--- src/rtl/instr_fetch_ctrl_pkg.sv ---
// instr_fetch_ctrl_pkg: shared state encoding and default geometry for the fetch controller
package instr_fetch_ctrl_pkg;
  localparam int DEF_WORD_LEN = 16;
  localparam int DEF_CELL_W = 4;
  typedef enum logic [1:0] {
    FETCH_ST_LOAD  = 2'd0,
    FETCH_ST_FETCH = 2'd1,
    FETCH_ST_HOLD  = 2'd2
  } fetch_st_e;
endpackage

--- src/rtl/instr_fetch_ctrl_nibble_assembler.sv ---
// nibble_assembler: shifts cells in at the LSB end; only the low WORD_LEN-CELL_W bits need storing
module nibble_assembler #(
  parameter int WORD_LEN = 16,
  parameter int CELL_W = 4
) (
  input  logic                clk,
  input  logic                rst,
  input  logic                clr,
  input  logic                en,
  input  logic [CELL_W-1:0]   din,
  output logic [WORD_LEN-1:0] word
);
  logic [WORD_LEN-CELL_W-1:0] acc_q, acc_d;
  always_comb begin
    word  = {acc_q, din};
    acc_d = clr ? '0 : en ? word[WORD_LEN-CELL_W-1:0] : acc_q;
  end
  always_ff @(posedge clk) acc_q <= rst ? '0 : acc_d;
endmodule

--- src/rtl/instr_fetch_ctrl.sv ---
// instr_fetch_ctrl: loads the program image into nibble memory, then fetches and assembles instructions for IF/ID
module instr_fetch_ctrl
  import instr_fetch_ctrl_pkg::*;
#(
  parameter int WORD_LEN = DEF_WORD_LEN,
  parameter int CELL_W = DEF_CELL_W,
  parameter int MEM_SIZE = 256,
  parameter int RESET_PC = 0,
  localparam int ADDR_W = $clog2(MEM_SIZE)
) (
  input  logic                clk,
  input  logic                rst,
  input  logic                ld_valid,
  input  logic [CELL_W-1:0]   ld_data,
  input  logic                ld_last,
  output logic                ld_ready,
  input  logic                ld_req,
  input  logic                stall,
  input  logic                br_taken,
  input  logic [WORD_LEN-1:0] br_target,
  output logic [ADDR_W-1:0]   mem_addr,
  output logic                mem_we,
  output logic [CELL_W-1:0]   mem_wdata,
  input  logic [CELL_W-1:0]   mem_rdata,
  output logic [WORD_LEN-1:0] instr,
  output logic [WORD_LEN-1:0] pc,
  output logic                instr_valid
);
  localparam int CELLS_PER_WORD = WORD_LEN / CELL_W;
  localparam int K_W = $clog2(CELLS_PER_WORD);
  fetch_st_e state_q, state_d;
  logic [ADDR_W-1:0] ld_ptr_q, ld_ptr_d;
  logic [WORD_LEN-1:0] fetch_pc_q, fetch_pc_d, instr_q, instr_d, pc_q, pc_d;
  logic [K_W-1:0] k_q, k_d;
  logic instr_valid_q, instr_valid_d;
  logic asm_clr, asm_en;
  logic [WORD_LEN-1:0] asm_word;
  nibble_assembler #(.WORD_LEN(WORD_LEN), .CELL_W(CELL_W)) u_asm (
    .clk(clk), .rst(rst), .clr(asm_clr), .en(asm_en), .din(mem_rdata), .word(asm_word)
  );
  always_comb begin
    state_d = state_q;
    ld_ptr_d = ld_ptr_q;
    fetch_pc_d = fetch_pc_q;
    k_d = k_q;
    instr_d = instr_q;
    pc_d = pc_q;
    instr_valid_d = instr_valid_q;
    asm_clr = 1'b0;
    asm_en = 1'b0;
    ld_ready = state_q == FETCH_ST_LOAD;
    mem_we = ld_ready & ld_valid;
    mem_wdata = ld_data;
    mem_addr = ld_ready ? ld_ptr_q : ADDR_W'(fetch_pc_q + WORD_LEN'(k_q));
    if (ld_ready) begin
      if (ld_valid) ld_ptr_d = ld_ptr_q == ADDR_W'(MEM_SIZE - 1) ? '0 : ld_ptr_q + 1'b1;
      if (ld_valid && ld_last) begin
        state_d = FETCH_ST_FETCH;
        fetch_pc_d = WORD_LEN'(RESET_PC);
        k_d = '0;
        asm_clr = 1'b1;
      end
    end else if (ld_req) begin
      state_d = FETCH_ST_LOAD;
      ld_ptr_d = '0;
      instr_valid_d = 1'b0;
      asm_clr = 1'b1;
    end else if (br_taken) begin
      state_d = FETCH_ST_FETCH;
      fetch_pc_d = br_target;
      k_d = '0;
      instr_valid_d = 1'b0;
      asm_clr = 1'b1;
    end else if (state_q == FETCH_ST_FETCH) begin
      asm_en = 1'b1;
      k_d = k_q + 1'b1;
      if (k_q == K_W'(CELLS_PER_WORD - 1)) begin
        state_d = FETCH_ST_HOLD;
        instr_d = asm_word;
        pc_d = fetch_pc_q;
        instr_valid_d = 1'b1;
      end
    end else if (!stall) begin
      state_d = FETCH_ST_FETCH;
      fetch_pc_d = fetch_pc_q + WORD_LEN'(CELLS_PER_WORD);
      k_d = '0;
      instr_valid_d = 1'b0;
    end
  end
  always_ff @(posedge clk) begin
    if (rst) begin
      state_q <= FETCH_ST_LOAD;
      ld_ptr_q <= '0;
      fetch_pc_q <= WORD_LEN'(RESET_PC);
      k_q <= '0;
      instr_q <= '0;
      pc_q <= '0;
      instr_valid_q <= 1'b0;
    end else begin
      state_q <= state_d;
      ld_ptr_q <= ld_ptr_d;
      fetch_pc_q <= fetch_pc_d;
      k_q <= k_d;
      instr_q <= instr_d;
      pc_q <= pc_d;
      instr_valid_q <= instr_valid_d;
    end
  end
  assign instr = instr_q;
  assign pc = pc_q;
  assign instr_valid = instr_valid_q;
endmodule

--- config.mk ---
export PLATFORM = sky130hd
export DESIGN_NAME = instr_fetch_ctrl
export DESIGN_NICKNAME = d
export VERILOG_FILES = /design/src/rtl/instr_fetch_ctrl_pkg.sv /design/src/rtl/instr_fetch_ctrl_nibble_assembler.sv /design/src/rtl/instr_fetch_ctrl.sv
export SDC_FILE = /design/constraint.sdc
export NUM_CORES = 1
export LEC_CHECK = 0
export ABC_AREA = 1
export CORE_AREA = 8 8 105 107
export CTS_CLUSTER_SIZE = 14
export DETAILED_ROUTE_END_ITERATION = 16
export DIE_AREA = 0 0 113 115
export GPL_TIMING_DRIVEN = 0
export PLACE_DENSITY = 0.69
export SETUP_SLACK_MARGIN = 0.2
export SLEW_MARGIN = 20
export SYNTH_ARGS = -nofsm -noshare
export SYNTH_HDL_FRONTEND = slang
export SYNTH_SLANG_ARGS = --single-unit
--- constraint.sdc ---
create_clock -name clk -period 1.95 [get_ports clk]
set_input_delay 0.39 -clock clk [delete_from_list [all_inputs] [get_ports clk]]
set_output_delay 0.39 -clock clk [all_outputs]
set_load 0.05 [all_outputs]
After elaboration in Yosys (flattened, before gate mapping)
Index checks and enable logic that the tools add are counted.
- $add $sub $neg: 4
- multiply operators: 0
- div/mod/pow operators: 0
- order comparisons: 0
- equal/unequal tests: 13
- shift-type cells: 0
- mux-type cells: 37
- bitwise logic cells: 4
- reduce and logical (&&, ||, !) cells: 10
- operator list (kind ; count):
    2-to-1 mux 16 bit ; 6
    2-to-1 mux 8 bit ; 5
    2-to-1 mux 2 bit ; 13
    adder 16 x 3 -> 16 bit (second input constant) ; 1
    2-to-1 mux 1 bit ; 13
    AND reduction 3 bit ; 3
    adder 8 x 1 -> 8 bit (second input constant) ; 1
    adder 8 x 2 -> 8 bit ; 1
    equality test 8 bit (second input constant) ; 1
    inequality test 4 x 2 -> 1 bit (second input constant) ; 2
    inequality test 5 x 3 -> 1 bit (second input constant) ; 1
    inequality test 5 x 4 -> 1 bit (second input constant) ; 1
    AND reduction 5 bit ; 1
    inequality test 2 bit (second input constant) ; 2
    inequality test 4 x 3 -> 1 bit (second input constant) ; 1
    AND reduction 4 bit ; 1
    inequality test 3 x 2 -> 1 bit (second input constant) ; 1
    inequality test 3 bit (second input constant) ; 1
    inverter 1 bit ; 3
    adder 2 x 1 -> 2 bit (second input constant) ; 1
    equality test 2 x 1 -> 1 bit (second input constant) ; 1
    equality test 2 bit (second input constant) ; 1
    zero test 2 bit ; 1
    inequality test 2 x 1 -> 1 bit (second input constant) ; 1
    5 further kinds ; 5
- register bits: 73
- bits in latches: 0
- bits in writable memories: 0
- bits in read-only memories: 0
- output and inout port bits: 47
- word-level logic and storage cells: 76
- memories kept: 0

Logic depth before layout (Yosys ltp)
- depth in word-level cells: 6
- gate-level depth with buffers: 9
- gate-level depth less buffers: 9

Hierarchy
From an unflattened synthesis, not the netlist that was laid out.
- cell total of the unflattened synthesis: 556
- area, all modules: 3756.1 um^2
- by module, submodules not included (module ; times used ; cells each ; area an instance (um^2)):
    instr_fetch_ctrl ; 1 ; 476 ; 3221.8
    nibble_assembler ; 1 ; 80 ; 534.3

Worst setup path before layout
Ideal clock, no wire load.
- path kind: flip-flop to output port
- from: register state_q[1]
- to: output mem_addr[1]
- arrival time: 2.288 ns
- data required time: 1.560 ns
- path slack: -0.728 ns
- stages on the path, launching flop included: 5
- cells stage by stage: dfxtp_1 nor2_4 buf_6 clkbuf_1 o21ai_0
- longest elaborated chain between the ends: 2
- ends and longest elaborated chain (item ; RTL line ; text):
    from (decl) ; instr_fetch_ctrl.sv:31 ; fetch_st_e state_q, state_d;
    from (signal assigned) ; instr_fetch_ctrl.sv:100 ; state_q <= state_d;
    zero test 2 bit ; instr_fetch_ctrl.sv:51 ; ld_ready = state_q == FETCH_ST_LOAD;
    net ld_ready ; instr_fetch_ctrl.sv:16 ; output logic ld_ready,
    2-to-1 mux 8 bit ; instr_fetch_ctrl.sv:54 ; mem_addr = ld_ready ? ld_ptr_q : ADDR_W'(fetch_pc_q + WORD_LEN'(k_q));
    to (decl) ; instr_fetch_ctrl.sv:21 ; output logic [ADDR_W-1:0] mem_addr,
The timed path passes the listed nets, and every way through them passes these cells.

Worst setup path after layout
- from: register fetch_pc_q[0]
- to: output mem_addr[6]
- longest elaborated chain between the ends: 2
- ends and longest elaborated chain (item ; RTL line ; text):
    from (decl) ; instr_fetch_ctrl.sv:33 ; logic [WORD_LEN-1:0] fetch_pc_q, fetch_pc_d, instr_q, instr_d, pc_q, pc_d;
    from (signal assigned) ; instr_fetch_ctrl.sv:94 ; fetch_pc_q <= WORD_LEN'(RESET_PC);
    from (signal assigned) ; instr_fetch_ctrl.sv:102 ; fetch_pc_q <= fetch_pc_d;
    adder 8 x 2 -> 8 bit ; instr_fetch_ctrl.sv:54 ;
    2-to-1 mux 8 bit ; instr_fetch_ctrl.sv:54 ;
Every way passes these cells.

==> qor.yml <==
outcome:
  outcome: "finished, violations left"
  failed_checks: "setup timing"
placement:
  port_buffers: 72
  cell_area_reported_after_detailed_placement_sq_um: 4600
  place_congestion: 0.894
  detailed_place_hpwl_um: 7860
  place_inst: 705
  placement.setup.worst_slack_ns: -0.616
die:
  rows: 36
  die_w_um: 113
  die_h_um: 115
  core_sq_um: 9460
  io-pin-count: 78
  die_area_sq_um: 13000
  start_util_pct: 38.6
global_routing:
  grt_pass1_vias: 3652
  number_of_antenna_violations_at_the_first_check_in_global_routing: 0
  globalRouteTotalUtil_pct: 16.6
  grt_pass1_wl_um: 17400
  grt_remaining_overflow: 0
  grt_max_degree: 16
clock_network:
  htree_num_levels: 3
  postCtsHoldBufs: 0
  cts_max_path_buffers: 2
  cts_sinks: 73
  cts.reportedPaths.clkPinSlew_ns: 0.08
  cts_tree: "done"
  clock_buffer_count_from_cts: 9
  clock-root-buffer: "sky130_fd_sc_hd__clkbuf_8"
  clkLatencyLatePin_ns: 0.37
synth:
  synth.largest_area_cell: "sky130_fd_sc_hd__dfxtp_1"
  yosysWarnings: 0
  postSynthNetCount: 556
  synth_area_sq_um: 3650
  synth-edff-count: 0
  synth_sequential_area_ratio_pct: 40.1
  post_synth_inst_count: 519
  synth_seq_cells: 73
  yosys_cell_types: 35
  syn_area_per_cell_sq_um: 7.03
  synth_async_sr_flop_share_pct: 0
  netlist.area_leader.share_pct: 40.1
  yosys_most_used_dff: "sky130_fd_sc_hd__dfxtp_1"
  netlist_top_cells_area: "sky130_fd_sc_hd__dfxtp_1 40%, sky130_fd_sc_hd__nand2_1 16%, sky130_fd_sc_hd__a21oi_1 9.7%"
routing:
  first_pass_iters: 5
  detail_route.wl_per_cell_um: 14.7
  routed_wirelength_um: 10800
  route.vias.total: 3721
  detail_route.iter0.violations: 277
  ant_nets: 0
  drt_drc_violations_left: 0
  detail_route.vias_per_cell: 5.06
setup_path:
  reg2reg_to: "u_asm.acc_q[8]"
  endpoint_kind: "output pin"
  cp_max_fo: 4
  r2r_start: "state_q[0]"
  worst-r2r-cell-count: 9
  timing.reg2reg.setup_slack_ns: 0.34
  crit_path_cell_trace: "ha_4, inv_2, fa_2, nor2_4, xor2_2, o21ai_4, buf_6"
  cp_arrival_ns: 1.82
  termination_of_the_worst_setup_path: "mem_addr[6]"
  worst_setup_startpoint: "fetch_pc_q[0]"
  critPathLaunchType: "flop"
  worstSetupPathType: "reg -> out"
  crit_required_ns: 1.56
  critical_path.slowest_cell: "sky130_fd_sc_hd__fa_2"
  timing.critical_path.slowest_cell_delay_ns: 0.40
sta:
  final_hold_viol_count: 0
  timing.slew.headroom_pct: 65.9
  final_critical_path_setup_slack_ns: -0.261
  final.min_clock_period_ns: 2.21
  report.final.setup_viol: 7
  tightest_slew_ns: 0.511
  timing.final.crit_share_pct: 113
  grt_setup_unrepaired: "true"
  drv_slew: 0
  worst_clock_skew_ns: 0.0144
  achievable-frequency_ghz: 0.452
finish:
  antenna_cells_inserted: 0
  finish.cell_count_without_fillers: 736
  final_util_pct: 53.7
  drive_above_1_share_pct: 21.9
  flow.area_growth_from_synthesis_pct: 39.2
  summed_area_of_non_filler_cells_in_the_final_layout_sq_um: 5080
  num-nets-final: 654
hold_path:
  hold_path_depth: 4
  hold_path.class: "in -> reg"
power:
  cellLeakagePower_uw: 0.00193
  power.density_nw_per_um2: 667
  ir_drop_uv: 315
  post-layout-total-power_uw: 3390
job:
  maxCapViolCount: 0
cell type report:
type | count | area [sq um]
Fill cell | 917 | 4380
Multi-Input combinational cell | 382 | 2060
Sequential cell | 73 | 1490
Timing Repair Buffer | 87 | 827
Buffer | 31 | 223
Tap cell | 114 | 143
Inverter | 33 | 136
Clock buffer | 9 | 124
Clock inverter | 7 | 81.3
state kept, by name, summed over array words and instances, names as in the netlist:
name	count
fetch_pc_q	16
instr	16
instr_valid	1
k_q	2
ld_ptr_q	8
pc	16
state_q	2
u_asm.acc_q	12
metrics by stage:
step / setup TNS [ns] / hold WS [ns]
2_1_floorplan: 0 / 0.441
3_3_place_gp: -7.65 / 0.451
3_5_place_dp: -8.73 / 0.452
4_1_cts: -1.34 / 0.403
5_1_grt: -1.66 / 0.427
6_report: -1.29 / 0.420
Yosys cell counts, types with 2 or more instances:
| master | count |
|---|---|
| sky130_fd_sc_hd__nand2_1 | 152 |
| sky130_fd_sc_hd__dfxtp_1 | 73 |
| sky130_fd_sc_hd__a21oi_1 | 71 |
| sky130_fd_sc_hd__nand3_1 | 56 |
| sky130_fd_sc_hd__nor2_1 | 33 |
| sky130_fd_sc_hd__inv_1 | 26 |
| sky130_fd_sc_hd__clkbuf_1 | 14 |
| sky130_fd_sc_hd__nand2_2 | 11 |
| sky130_fd_sc_hd__o21ai_0 | 11 |
| sky130_fd_sc_hd__nand4_1 | 9 |
| sky130_fd_sc_hd__a21oi_2 | 8 |
| sky130_fd_sc_hd__buf_4 | 7 |
| sky130_fd_sc_hd__buf_2 | 5 |
| sky130_fd_sc_hd__buf_6 | 5 |
| sky130_fd_sc_hd__ha_1 | 5 |
| sky130_fd_sc_hd__xor2_1 | 5 |
| sky130_fd_sc_hd__inv_2 | 4 |
| sky130_fd_sc_hd__nor3_1 | 4 |
| sky130_fd_sc_hd__inv_4 | 2 |
| sky130_fd_sc_hd__nor2_2 | 2 |
| sky130_fd_sc_hd__o21bai_1 | 2 |
worst min path at each step:
stage / from / endpoint / slack (ns)
after floorplan: u_asm.acc_q[10] / u_asm.acc_q[10] / 0.44
after global placement: instr_valid / instr_valid / 0.45
after detailed placement: instr_valid / instr_valid / 0.45
after CTS: br_taken / k_q[1] / 0.40
after global routing: br_taken / k_q[1] / 0.43
final: br_taken / k_q[1] / 0.42
worst max-delay path, delay by kind of cell, from the launching register on:
kind / cells / cell delay, ns
fa+ha+maj: 2 / 0.53
flops: 1 / 0.37
xor+xnor: 1 / 0.19
buf+inv: 2 / 0.18
simple gates: 1 / 0.12
compound gates: 1 / 0.07
timing repair:
item                       4_1_cts  5_1_grt
setup endpoints to repair       43       47
setup buffers                   11        4
pin swaps                        7        4
gates resized for setup        134       33
metal layers:
layer / routed length (um) / global-route usage (%) / part of all wire (%) / vias to the layer above
li1: - / - / - / 1893
met1: 4730 / 19.9 / 44 / 1688
met2: 5140 / 27.4 / 48 / 122
met3: 688 / 4.25 / 6.4 / 18
met4: 226 / 7.99 / 2.1 / 0
met5: 0 / 0 / 0 / -
cell families after synthesis:
kind of cell	Yosys count	synth area share [%]
flops	73	40.1
compound gates	97	14.8
simple gates	273	32.8
buf+inv	64	8.64
fa+ha+maj	6	2.26
xor+xnor	6	1.44
placed cells by master (no fill, tap or decap), types with 2 or more instances in the layout:
cell	instances
sky130_fd_sc_hd__clkbuf_4	2
sky130_fd_sc_hd__nor2_1	28
sky130_fd_sc_hd__inv_4	2
sky130_fd_sc_hd__a21oi_2	8
sky130_fd_sc_hd__buf_4	21
sky130_fd_sc_hd__inv_1	24
sky130_fd_sc_hd__nor2_2	6
sky130_fd_sc_hd__o21ai_4	7
sky130_fd_sc_hd__inv_6	4
sky130_fd_sc_hd__nand3_1	54
sky130_fd_sc_hd__ha_1	3
sky130_fd_sc_hd__o21ai_0	4
sky130_fd_sc_hd__dfxtp_2	3
sky130_fd_sc_hd__dfxtp_1	64
sky130_fd_sc_hd__buf_6	12
sky130_fd_sc_hd__buf_2	4
sky130_fd_sc_hd__o21ai_2	2
sky130_fd_sc_hd__buf_8	5
sky130_fd_sc_hd__dlygate4sd2_1	33
sky130_fd_sc_hd__o21bai_1	2
sky130_fd_sc_hd__nand4_1	9
sky130_fd_sc_hd__xor2_2	4
sky130_fd_sc_hd__clkbuf_1	6
sky130_fd_sc_hd__inv_2	5
sky130_fd_sc_hd__nand2_2	13
sky130_fd_sc_hd__nand3_2	2
sky130_fd_sc_hd__nand2_1	150
sky130_fd_sc_hd__nor3_1	4
sky130_fd_sc_hd__nor2_4	2
sky130_fd_sc_hd__clkdlybuf4s50_1	29
sky130_fd_sc_hd__clkbuf_8	9
sky130_fd_sc_hd__ha_4	2
sky130_fd_sc_hd__clkbuf_2	5
sky130_fd_sc_hd__dfxtp_4	6
sky130_fd_sc_hd__a21oi_1	70
where the power goes:
part | total, uW | switching [uW] | internal, uW
Sequential | 1530 | 24.7 | 1510
Clock | 1260 | 651 | 611
Combinational | 594 | 352 | 242
Total | 3390 | 1030 | 2360
No activity file was read; power rests on OpenSTA's default activity.
